### src/rtl/ecap5_dproc_pkg.sv
// ecap5_dproc_pkg: shared arbitration mode and FSM state types for the Wishbone arbiter
package ecap5_dproc_pkg;
    typedef enum logic {ARB_FIXED = 1'b0, ARB_RR = 1'b1} arb_mode_t;
    typedef enum logic {ARB_IDLE = 1'b0, ARB_BUSY = 1'b1} arb_state_t;
endpackage

### src/rtl/wb_arb_select.sv
// wb_arb_select: combinational one-hot winner pick, fixed priority or round-robin from ptr
module wb_arb_select
    import ecap5_dproc_pkg::*;
#(
    parameter int N  = 2,
    parameter int PW = (N > 1) ? $clog2(N) : 1
) (
    input  logic [N-1:0]  req,
    input  logic [PW-1:0] ptr,
    input  arb_mode_t     mode,
    output logic [N-1:0]  winner
);
    always_comb begin
        int s;
        int idx;
        winner = '0;
        s = 0;
        idx = 0;
        // Walk from the lowest priority down so the highest-priority hit is written last.
        for (int i = N - 1; i >= 0; i--) begin
            s = int'(ptr) + i;
            idx = (mode == ARB_RR) ? ((s >= N) ? s - N : s) : i;
            if (req[idx]) winner = N'(1) << idx;
        end
    end
endmodule

### src/rtl/wb_arbiter_n.sv
// wb_arbiter_n: N-master to 1-slave pipelined Wishbone arbiter with locking and outstanding limit
module wb_arbiter_n
    import ecap5_dproc_pkg::*;
#(
    parameter int NUM_MASTERS     = 2,
    parameter int ARB_MODE        = 0,
    parameter int MAX_OUTSTANDING = 4
) (
    input  logic                         clk_i,
    input  logic                         rst_ni,
    input  logic [NUM_MASTERS-1:0][31:0] s_wb_adr_i,
    input  logic [NUM_MASTERS-1:0][31:0] s_wb_dat_i,
    output logic [31:0]                  s_wb_dat_o,
    input  logic [NUM_MASTERS-1:0][3:0]  s_wb_sel_i,
    input  logic [NUM_MASTERS-1:0]       s_wb_we_i,
    input  logic [NUM_MASTERS-1:0]       s_wb_stb_i,
    input  logic [NUM_MASTERS-1:0]       s_wb_cyc_i,
    output logic [NUM_MASTERS-1:0]       s_wb_ack_o,
    output logic [NUM_MASTERS-1:0]       s_wb_stall_o,
    output logic [31:0]                  m_wb_adr_o,
    output logic [31:0]                  m_wb_dat_o,
    output logic [3:0]                   m_wb_sel_o,
    output logic                         m_wb_we_o,
    output logic                         m_wb_stb_o,
    output logic                         m_wb_cyc_o,
    input  logic [31:0]                  m_wb_dat_i,
    input  logic                         m_wb_ack_i,
    input  logic                         m_wb_stall_i,
    output logic [NUM_MASTERS-1:0]       grant_o
);
    localparam int PW = (NUM_MASTERS > 1) ? $clog2(NUM_MASTERS) : 1;
    localparam int CW = $clog2(MAX_OUTSTANDING + 1);

    arb_state_t           state;
    logic [NUM_MASTERS-1:0] winner;
    logic [PW-1:0]        ptr, widx, ptr_next;
    logic [CW-1:0]        count;
    logic                 busy, gcyc, gstb, active, full, accept, ack_ok;

    wb_arb_select #(.N(NUM_MASTERS), .PW(PW)) u_select (
        .req    (s_wb_cyc_i),
        .ptr    (ptr),
        .mode   (arb_mode_t'(ARB_MODE)),
        .winner (winner)
    );

    always_comb begin
        widx = '0;
        for (int i = 0; i < NUM_MASTERS; i++)
            if (winner[i]) widx = PW'(i);
        ptr_next = (widx == PW'(NUM_MASTERS - 1)) ? '0 : widx + 1'b1;
    end

    always_comb begin
        m_wb_adr_o = '0;
        m_wb_dat_o = '0;
        m_wb_sel_o = '0;
        m_wb_we_o  = 1'b0;
        for (int i = 0; i < NUM_MASTERS; i++)
            if (grant_o[i]) begin
                m_wb_adr_o = s_wb_adr_i[i];
                m_wb_dat_o = s_wb_dat_i[i];
                m_wb_sel_o = s_wb_sel_i[i];
                m_wb_we_o  = s_wb_we_i[i];
            end
    end

    assign busy         = state == ARB_BUSY;
    assign gcyc         = |(s_wb_cyc_i & grant_o);
    assign gstb         = |(s_wb_stb_i & grant_o);
    assign active       = busy & gcyc;
    assign full         = count == CW'(MAX_OUTSTANDING);
    assign m_wb_cyc_o   = active;
    assign m_wb_stb_o   = active & gstb & ~full;
    assign accept       = m_wb_stb_o & ~m_wb_stall_i;
    assign ack_ok       = m_wb_ack_i & busy & (count != '0);
    assign s_wb_ack_o   = grant_o & {NUM_MASTERS{ack_ok}};
    assign s_wb_stall_o = busy ? (~grant_o | {NUM_MASTERS{m_wb_stall_i | full}}) : '1;
    assign s_wb_dat_o   = m_wb_dat_i;

    always_ff @(posedge clk_i or negedge rst_ni) begin
        if (!rst_ni) begin
            state   <= ARB_IDLE;
            grant_o <= '0;
            ptr     <= '0;
        end else if (!busy) begin
            if (|s_wb_cyc_i) begin
                state   <= ARB_BUSY;
                grant_o <= winner;
                ptr     <= ptr_next;
            end
        end else if (!gcyc) begin
            state   <= ARB_IDLE;
            grant_o <= '0;
        end
    end

    // Any cycle without a live granted cyc discards outstanding state so late acks look spurious.
    always_ff @(posedge clk_i or negedge rst_ni) begin
        if (!rst_ni) count <= '0;
        else         count <= active ? count + CW'(accept) - CW'(ack_ok) : '0;
    end
endmodule

### config.mk
export PLATFORM = sky130hd
export DESIGN_NAME = wb_arbiter_n
export DESIGN_NICKNAME = d
export VERILOG_FILES = /design/src/rtl/ecap5_dproc_pkg.sv /design/src/rtl/wb_arb_select.sv /design/src/rtl/wb_arbiter_n.sv
export SDC_FILE = /design/constraint.sdc
export NUM_CORES = 1
export LEC_CHECK = 0
export ABC_CLOCK_PERIOD_IN_PS = 4140
export CAP_MARGIN = 20
export CORE_AREA = 2 2 111 113
export DETAILED_ROUTE_END_ITERATION = 8
export DIE_AREA = 0 0 113 115
export PLACE_DENSITY = 0.63
export SKIP_CTS_REPAIR_TIMING = 1
export SYNTH_ARGS = -nofsm -noshare
export SYNTH_HDL_FRONTEND = slang
export SYNTH_SLANG_ARGS = --single-unit
### constraint.sdc
create_clock -name clk_i -period 4.14 [get_ports clk_i]
set_input_delay 0.828 -clock clk_i [delete_from_list [all_inputs] [get_ports clk_i]]
set_output_delay 0.828 -clock clk_i [all_outputs]
set_load 0.01 [all_outputs]
; ---- Word-level counts from Yosys, hierarchy flattened
; Index checks and enable logic that the tools add are counted.
[op_classes]
addsub = 2
eq_ne = 2
n_mux = 18
bitwise = 14
n_reduce_logical = 6
[ops]
columns = op, n
row1 = 32-bit two-way mux, 4
row2 = 2-bit two-way mux, 6
row3 = 4-bit two-way mux, 2
row4 = 1-bit bitwise AND, 6
row5 = 2-bit bitwise AND, 3
row6 = 2-bit OR reduction, 3
row7 = 1-bit two-way mux, 5
row8 = 3-bit by 1-bit adder with 3-bit output, 1
row9 = "3-bit == test, second input constant", 1
row10 = 3-bit two-way mux, 1
row11 = 3-bit nonzero test, 1
row12 = 3-bit by 1-bit subtractor with 3-bit output, 1
row13 = "2-bit != test, second input constant", 1
row14 = 1-bit NOT, 2
row15 = 2-bit NOT, 1
row16 = 2-bit bitwise OR, 1
row17 = 2-bit AND reduction, 1
row18 = 2-bit nonzero test, 1
row19 = 1-bit bitwise OR, 1
[totals]
reg_bits = 6
out_inout_bits = 109

; ---- Depth between registers and ports, before layout
; Gate-level depths: netlist (run 1).
[logic_depth]
word_depth = 9
ltp_mapped = 11
mapped_depth_nobuf = 11

; ---- By module
; A second synthesis (run 1) with hierarchy kept.
[unflattened]
cells_unflattened = 167
hier_area_um2 = 1421.4
[by_module_without_submodules]
columns = module, instances, cells_each, area_per_inst_um2, seq_area_each_um2
row1 = wb_arbiter_n, 1, 163, 1400.1, 175.2
row2 = wb_arb_select, 1, 4, 21.3, 0.0

; ---- Least setup slack after synthesis (run 1)
; Ideal clock, no wire load.
[synth_path]
kind = input port to flip-flop
from = input s_wb_stb_i[0]
to = register count[2]
setup_ps = 86
arrival_time_ps = 2373
slack_ps = 1681
stages = 11
path_cell_list = a22oi_1 > a21oi_1 > nand3b_1 > ha_1 > inv_1 > ha_1 > inv_1 > fa_1 > xor2_1 > and2_1 > nor3_1
[synth_via]
elab_chain_cells = 8
[synth_lines]
columns = element, line_no
row1 = "start, declared", wb_arbiter_n.sv:16  ; input logic [NUM_MASTERS-1:0] s_wb_stb_i,
row2 = 2-bit bitwise AND, wb_arbiter_n.sv:70  ; assign gstb = |(s_wb_stb_i & grant_o);
row3 = 2-bit OR reduction, wb_arbiter_n.sv:70
row4 = 1-bit bitwise AND (2 in a row), wb_arbiter_n.sv:74  ; assign m_wb_stb_o = active & gstb & ~full;
row5 = 1-bit bitwise AND, wb_arbiter_n.sv:75  ; assign accept = m_wb_stb_o & ~m_wb_stall_i;
row6 = 3-bit by 1-bit adder with 3-bit output, wb_arbiter_n.sv:101  ; else count <= active ? count + CW'(accept) - CW'(ack_ok) : '0;
row7 = 3-bit by 1-bit subtractor with 3-bit output, wb_arbiter_n.sv:101
row8 = 3-bit two-way mux, wb_arbiter_n.sv:101
row9 = "end signal, assigned", wb_arbiter_n.sv:101
row10 = "end, declared", wb_arbiter_n.sv:37  ; logic [CW-1:0] count;
; No other way between the ends.
; A chain may end at the register's enable or synchronous reset.

; ---- Worst setup path in the final report (run 1)
[layout_path]
from = input s_wb_cyc_i[1]
to = output m_wb_stb_o
[layout_via]
elab_chain_cells = 5
[layout_lines]
columns = element, line_no
row1 = "start, declared", wb_arbiter_n.sv:17  ; input logic [NUM_MASTERS-1:0] s_wb_cyc_i,
row2 = 2-bit bitwise AND, wb_arbiter_n.sv:69  ; assign gcyc = |(s_wb_cyc_i & grant_o);
row3 = 2-bit OR reduction, wb_arbiter_n.sv:69
row4 = 1-bit bitwise AND, wb_arbiter_n.sv:71  ; assign active = busy & gcyc;
row5 = 1-bit bitwise AND (2 in a row), wb_arbiter_n.sv:74
row6 = "end, declared", wb_arbiter_n.sv:24  ; output logic m_wb_stb_o,
; No other way between the ends.

==> flow_metrics.env, run 1 <==
export IMPL_outcome="finished, violations left"
export IMPL_failed_checks="DRC"
export IMPL_synth_top_cell_area_share_pct=45.1
export IMPL_cts_tree="done"
export IMPL_clkSinkCount=6
export IMPL_synthSimpleGateAreaFrac_pct=7.09
export IMPL_first_pass_iters=7
export IMPL_syn_inst=161
export IMPL_dieArea_um2=13000
export IMPL_drc=20
export IMPL_syn_area_um2=1360
export IMPL_synth_ff_type="dfrtp_1"
export IMPL_yosys_register_bits=6
export IMPL_clk_latency_ns=0.23
export IMPL_p_leak_nw=1.39
export IMPL_clock_path_buffers=2
export IMPL_synth_top_cells_by_count="70 x a22o_1, 37 x buf_4, 8 x buf_2"
export IMPL_cp_max_fo=6
export IMPL_cts_buffers=3
export IMPL_syn_avg_cell_area_um2=8.44
export IMPL_die_y_um=115
export IMPL_drt_first_iter_violations=111
export IMPL_r2r_start="grant_o[1]"
export IMPL_path_clk_slew_ns=0.04
export IMPL_worst_r2r_endpoint="count[2]"
export IMPL_grt_overflow=0
export IMPL_ff2ff_setup_slack_ns=1.38
export IMPL_yosysTopAreaCell="a22o_1"
export IMPL_cp_arrival_ns=2.46
export IMPL_ff2ff_path_depth=11
export IMPL_grt_pass1_wl_mm=11.4
export IMPL_htree_levels=1
export IMPL_ant_nets=0
export IMPL_antenna_found_initial=0
export IMPL_core_area_um2=11800
export IMPL_synth_top_family_by_area="compound AO/OA/AOI/OAI gates"
export IMPL_yosysMostFrequentCell="a22o_1"
export IMPL_cp_data_required_time_ns=3.31
export IMPL_critPathCapture="m_wb_stb_o"
export IMPL_viasPerCell=4.10
export IMPL_worstSetupEndpointType="output port"
export IMPL_criticalPathCategory="in -> out"
export IMPL_synthAdderAreaFrac_pct=3.31
export IMPL_synth_xor_area_share_pct=0.645
export IMPL_synth_net_count=342
export IMPL_ys_types=24
export IMPL_start_kind="input pin"
export IMPL_rsz0062_at_grt="no"
export IMPL_finalCritPeriodShare_pct=79.4
export IMPL_nNetsFinal=524
export IMPL_grt_use_total_pct=11.3
export IMPL_place_port_buffers=222
export IMPL_hold_ws_ns=0.650
export IMPL_worstMarginPinSlew_ns=0.753
export IMPL_maxCapViolCount=0
export IMPL_synthMuxAreaShare_pct=0
export IMPL_synth_seq_area_share_pct=11.0
export IMPL_grt_pass1_vias=1960
export IMPL_max_freq_mhz=304
export IMPL_synth_edf_count=0
export IMPL_grt_max_degree=41
export IMPL_fin_skew_ns=0.00114
export IMPL_synth_area_top_cells="a22o_1 45%, buf_4 20%, dfrtp_1 11%"
export IMPL_gp_congestion=0.725
export IMPL_via_count=2003
export IMPL_row_count=40
export IMPL_fillCellCount=1244
export IMPL_fin_crit_ns=3.29
export IMPL_clockRootBuffer="clkbuf_16"
export IMPL_finalSetupTns_ns=0
export IMPL_ys_warn_count=0
export IMPL_async_reset_ff_share_pct=100
export IMPL_diodes=0
export IMPL_drt_wl_total_mm=8.50
export IMPL_cp_startpoint="s_wb_cyc_i[1]"
export IMPL_setup_viol=0
export IMPL_routedWlPerCell_um=17.4
export IMPL_die_w_um=113
export IMPL_drive_above_1_share_pct=2.34
export IMPL_max_slew_margin_pct=49.8
export IMPL_drv_slew=0
export IMPL_hold_violations=0
export IMPL_synth_compound_area_share_pct=50.1
export IMPL_dp_hpwl_mm=7.21
export IMPL_initial_core_util_pct=11.5
export IMPL_pin_count=287
export IMPL_max_vdd_ir_drop_mv=0.321
export IMPL_hold_class="reg -> reg"
export IMPL_area_growth_pct=158
export IMPL_powerDensity_nw_per_um2=525
[critical path, cell delays in order]
cell             delay [ns]
clkdlybuf4s50_1        0.55
a22o_1                 0.21
nand2_1                0.13
nor2b_1                0.16
clkdlybuf4s50_1        0.57
[metrics by stage]
step / util (%) / instance area (µm²) / power [mW] / setup slack [ns] / cells
after floorplan: - / 1360 / 0.895 / 1.68 / 161
after global placement: 29.0 / 3430 / 1.68 / 0.852 / 485
after detailed placement: 29.0 / 3430 / 1.69 / 0.842 / 485
after CTS: 29.7 / 3510 / 1.87 / 0.796 / 489
after global routing: 29.7 / 3510 / 1.96 / 0.728 / 489
final: 29.7 / 3510 / 1.84 / 0.852 / 489
[state kept, by name, indices dropped and copies added, names as in the netlist]
register  count
busy          1
grant_o       2
count         3
[cell type report]
class                      count  area [µm²]  area share (%)
inverter                       5        18.8           0.535
tap                          147         184            5.24
sequential                     6         151            4.32
multi-input combinational    102         831            23.7
timing repair buffer         225        2240            64.0
clock buffer                   4        78.8            2.25
[cell families (layout without fill, tap and decap cells)]
kind of cell    after synthesis  count (layout)
buf+inv                      53             234
simple gates                 17              17
xor+xnor                      1               1
compound gates               81              81
flops                         6               6
fa+ha+maj                     3               3
[where the power goes]
| group | internal, mW | switching, mW | total [mW] |
|---|---|---|---|
| clock network | 0.128 | 0.0382 | 0.167 |
| logic | 0.902 | 0.624 | 1.53 |
| registers | 0.0734 | 0.0762 | 0.150 |
| total | 1.10 | 0.739 | 1.84 |
[worst min-delay path by stage]
stage | start | to | slack [ns] | depth (start not counted)
floorplan | rst_ni | busy | 0.53 | 0
global placement | busy | grant_o[0] | 0.62 | 1
detailed placement | busy | grant_o[0] | 0.62 | 1
CTS | busy | grant_o[0] | 0.63 | 1
global route | busy | grant_o[0] | 0.67 | 1
finish | busy | grant_o[0] | 0.65 | 1
[layout by cell type (no fill, tap or decap), drive strengths merged, types with 2 or more instances in the layout]
cell type	count
and3	2
o21ai	3
ha	2
dfrtp	6
clkbuf	4
a21oi	4
inv	5
a22o	70
clkdlybuf4s50	222
a211oi	2
buf	3
nor2	4
nor2b	2
and2	3
nand2	3
[routing by layer]
metal	routed length (µm)	share of wire [%]	up-vias	track usage, %
met1	3070	36	907	12.8
met2	4160	49	136	19.7
met5	0	0	-	0
met4	35	0.41	0	1.71
met3	1240	15	4	5.43
li1	-	-	956	-
(Power assumes the default switching activity.)
==> run 2, diff against run 1 <==
ABC_CLOCK_PERIOD_IN_PS = 3020   (was 4140)
CORE_AREA = 2 2 110 112   (was 2 2 111 113)
DIE_AREA = 0 0 112 114   (was 0 0 113 115)
PLACE_DENSITY = 0.66   (was 0.63)
clock period = 3.02 ns   (was 4.14 ns; I/O delays follow)
==> flow_metrics.env, run 2 (synthesized netlist as in run 1, its figures left out) <==
export IMPL_ant_nets=0
export IMPL_maxCapViolCount=0
export IMPL_setup_viol=0
export IMPL_place_port_buffers=222
export IMPL_die_y_um=114
export IMPL_p_total_mw=2.49
export IMPL_viasPerCell=4.04
export IMPL_clock_path_buffers=2
export IMPL_post_route_util_pct=30.1
export IMPL_criticalPathCategory="in -> out"
export IMPL_clockRootBuffer="clkbuf_16"
export IMPL_drt_first_iter_violations=47
export IMPL_largest_register_ffs=3
export IMPL_cp_data_required_time_ns=2.42
export IMPL_via_count=1983
export IMPL_hold_class="in -> async"
export IMPL_rsz0062_at_grt="no"
export IMPL_fin_ws_ns=0.216
export IMPL_drt_wl_total_mm=7.42
export IMPL_final_common_cell="clkdlybuf4s50_1"
export IMPL_die_w_um=112
export IMPL_dp_slack_ns=0.115
export IMPL_diodes=0
export IMPL_start_kind="input pin"
export IMPL_placed_area_um2=3440
export IMPL_core_area_um2=11700
export IMPL_dieArea_um2=12800
export IMPL_fin_crit_ns=2.80
export IMPL_cts_buffers=3
export IMPL_fin_area_um2=3520
export IMPL_htree_levels=1
export IMPL_worstSetupEndpointType="output port"
export IMPL_max_vdd_ir_drop_mv=0.369
export IMPL_grt_pass1_vias=2025
export IMPL_outcome="completed"
export IMPL_max_slew_margin_pct=73.0
export IMPL_p_leak_nw=1.40
export IMPL_grt_pass1_wl_mm=10.5
export IMPL_multi_input_area_um2=831
export IMPL_clkSinkCount=6
export IMPL_drv_slew=0
export IMPL_area_growth_pct=159
export IMPL_grt_max_degree=40
export IMPL_drive_above_1_share_pct=2.91
export IMPL_cp_arrival_ns=2.20
export IMPL_dp_hpwl_mm=6.26
export IMPL_worstMarginPinSlew_ns=0.404
export IMPL_gp_congestion=0.725
export IMPL_path_clk_slew_ns=0.03
export IMPL_antenna_found_initial=0
export IMPL_cp_max_fo=6
export IMPL_fin_skew_ns=0.00178
export IMPL_hold_violations=0
export IMPL_mostFrequentLayoutCells="222 x clkdlybuf4s50_1, 70 x a22o_1, 5 x inv_1, 5 x dfrtp_1, 5 x buf_4"
export IMPL_nNetsFinal=526
export IMPL_regMostFlops="count"
export IMPL_pin_count=287
export IMPL_powerDensity_nw_per_um2=705
export IMPL_grt_overflow=0
export IMPL_clk_latency_ns=0.23
export IMPL_finalSetupTns_ns=0
export IMPL_initial_core_util_pct=11.6
export IMPL_cts_tree="done"
export IMPL_first_pass_iters=4
export IMPL_max_freq_mhz=357
export IMPL_routedWlPerCell_um=15.1
export IMPL_grt_use_total_pct=10.2
export IMPL_fillCellCount=1236
export IMPL_finalCritPeriodShare_pct=92.8
export IMPL_seqCellArea_um2=151
export IMPL_row_count=40
export IMPL_drc=0
run 2: cell count changes in the layout (fill, tap and decap cells not counted), sizes merged:
cell / before / now
buf: 3 / 5
run 2: report_power, final:
part	total (mW)	switching, mW	internal (mW)
sequential	0.149	0.0466	0.102
clock	0.218	0.0433	0.175
combinational	2.12	0.874	1.24
run 2: through the flow:
stage / cells / hold WS (ns)
2_1_floorplan: 161 / 0.308
3_3_place_gp: 487 / 0.621
3_5_place_dp: 487 / 0.629
4_1_cts: 491 / 0.627
5_1_grt: 491 / 0.642
6_report: 491 / 0.629
run 2: per-layer routing:
layer | part of all wire [%] | wire length [µm] | global-route usage [%] | vias up
met4 | 0.49 | 36 | 1.06 | 0
met3 | 9.2 | 683 | 3.29 | 6
met5 | 0 | 0 | 0 | -
met2 | 52 | 3880 | 19.4 | 139
li1 | - | - | - | 960
met1 | 38 | 2820 | 11.4 | 878
run 2: worst paths after layout:
check / start / end / slack [ns] / cells past startpoint
setup / recovery: s_wb_cyc_i[0] / m_wb_stb_o / 0.22 / 5
min in group clk_i: count[1] / count[2] / 0.64 / 2
hold reg to reg: count[1] / count[2] / 0.64 / 2
max in group asynchronous: rst_ni / grant_o[1] / 2.15 / 1
setup reg to reg: grant_o[0] / count[2] / 0.69 / 11
hold / removal: rst_ni / count[0] / 0.63 / 1
run 2: cell type report:
type | instances | area share (%)
repair buffers | 227 | 64.1
multi-input cells | 102 | 23.6
well taps | 147 | 5.22
flip-flops and latches | 6 | 4.30
clock buffers | 4 | 2.24
inverters | 5 | 0.533
run 2: worst max-delay path: stages:
cell and delay, ns:
clkdlybuf4s50_1 0.58, a22o_1 0.21, nand2_1 0.13, nor2b_1 0.13, clkdlybuf4s50_1 0.54
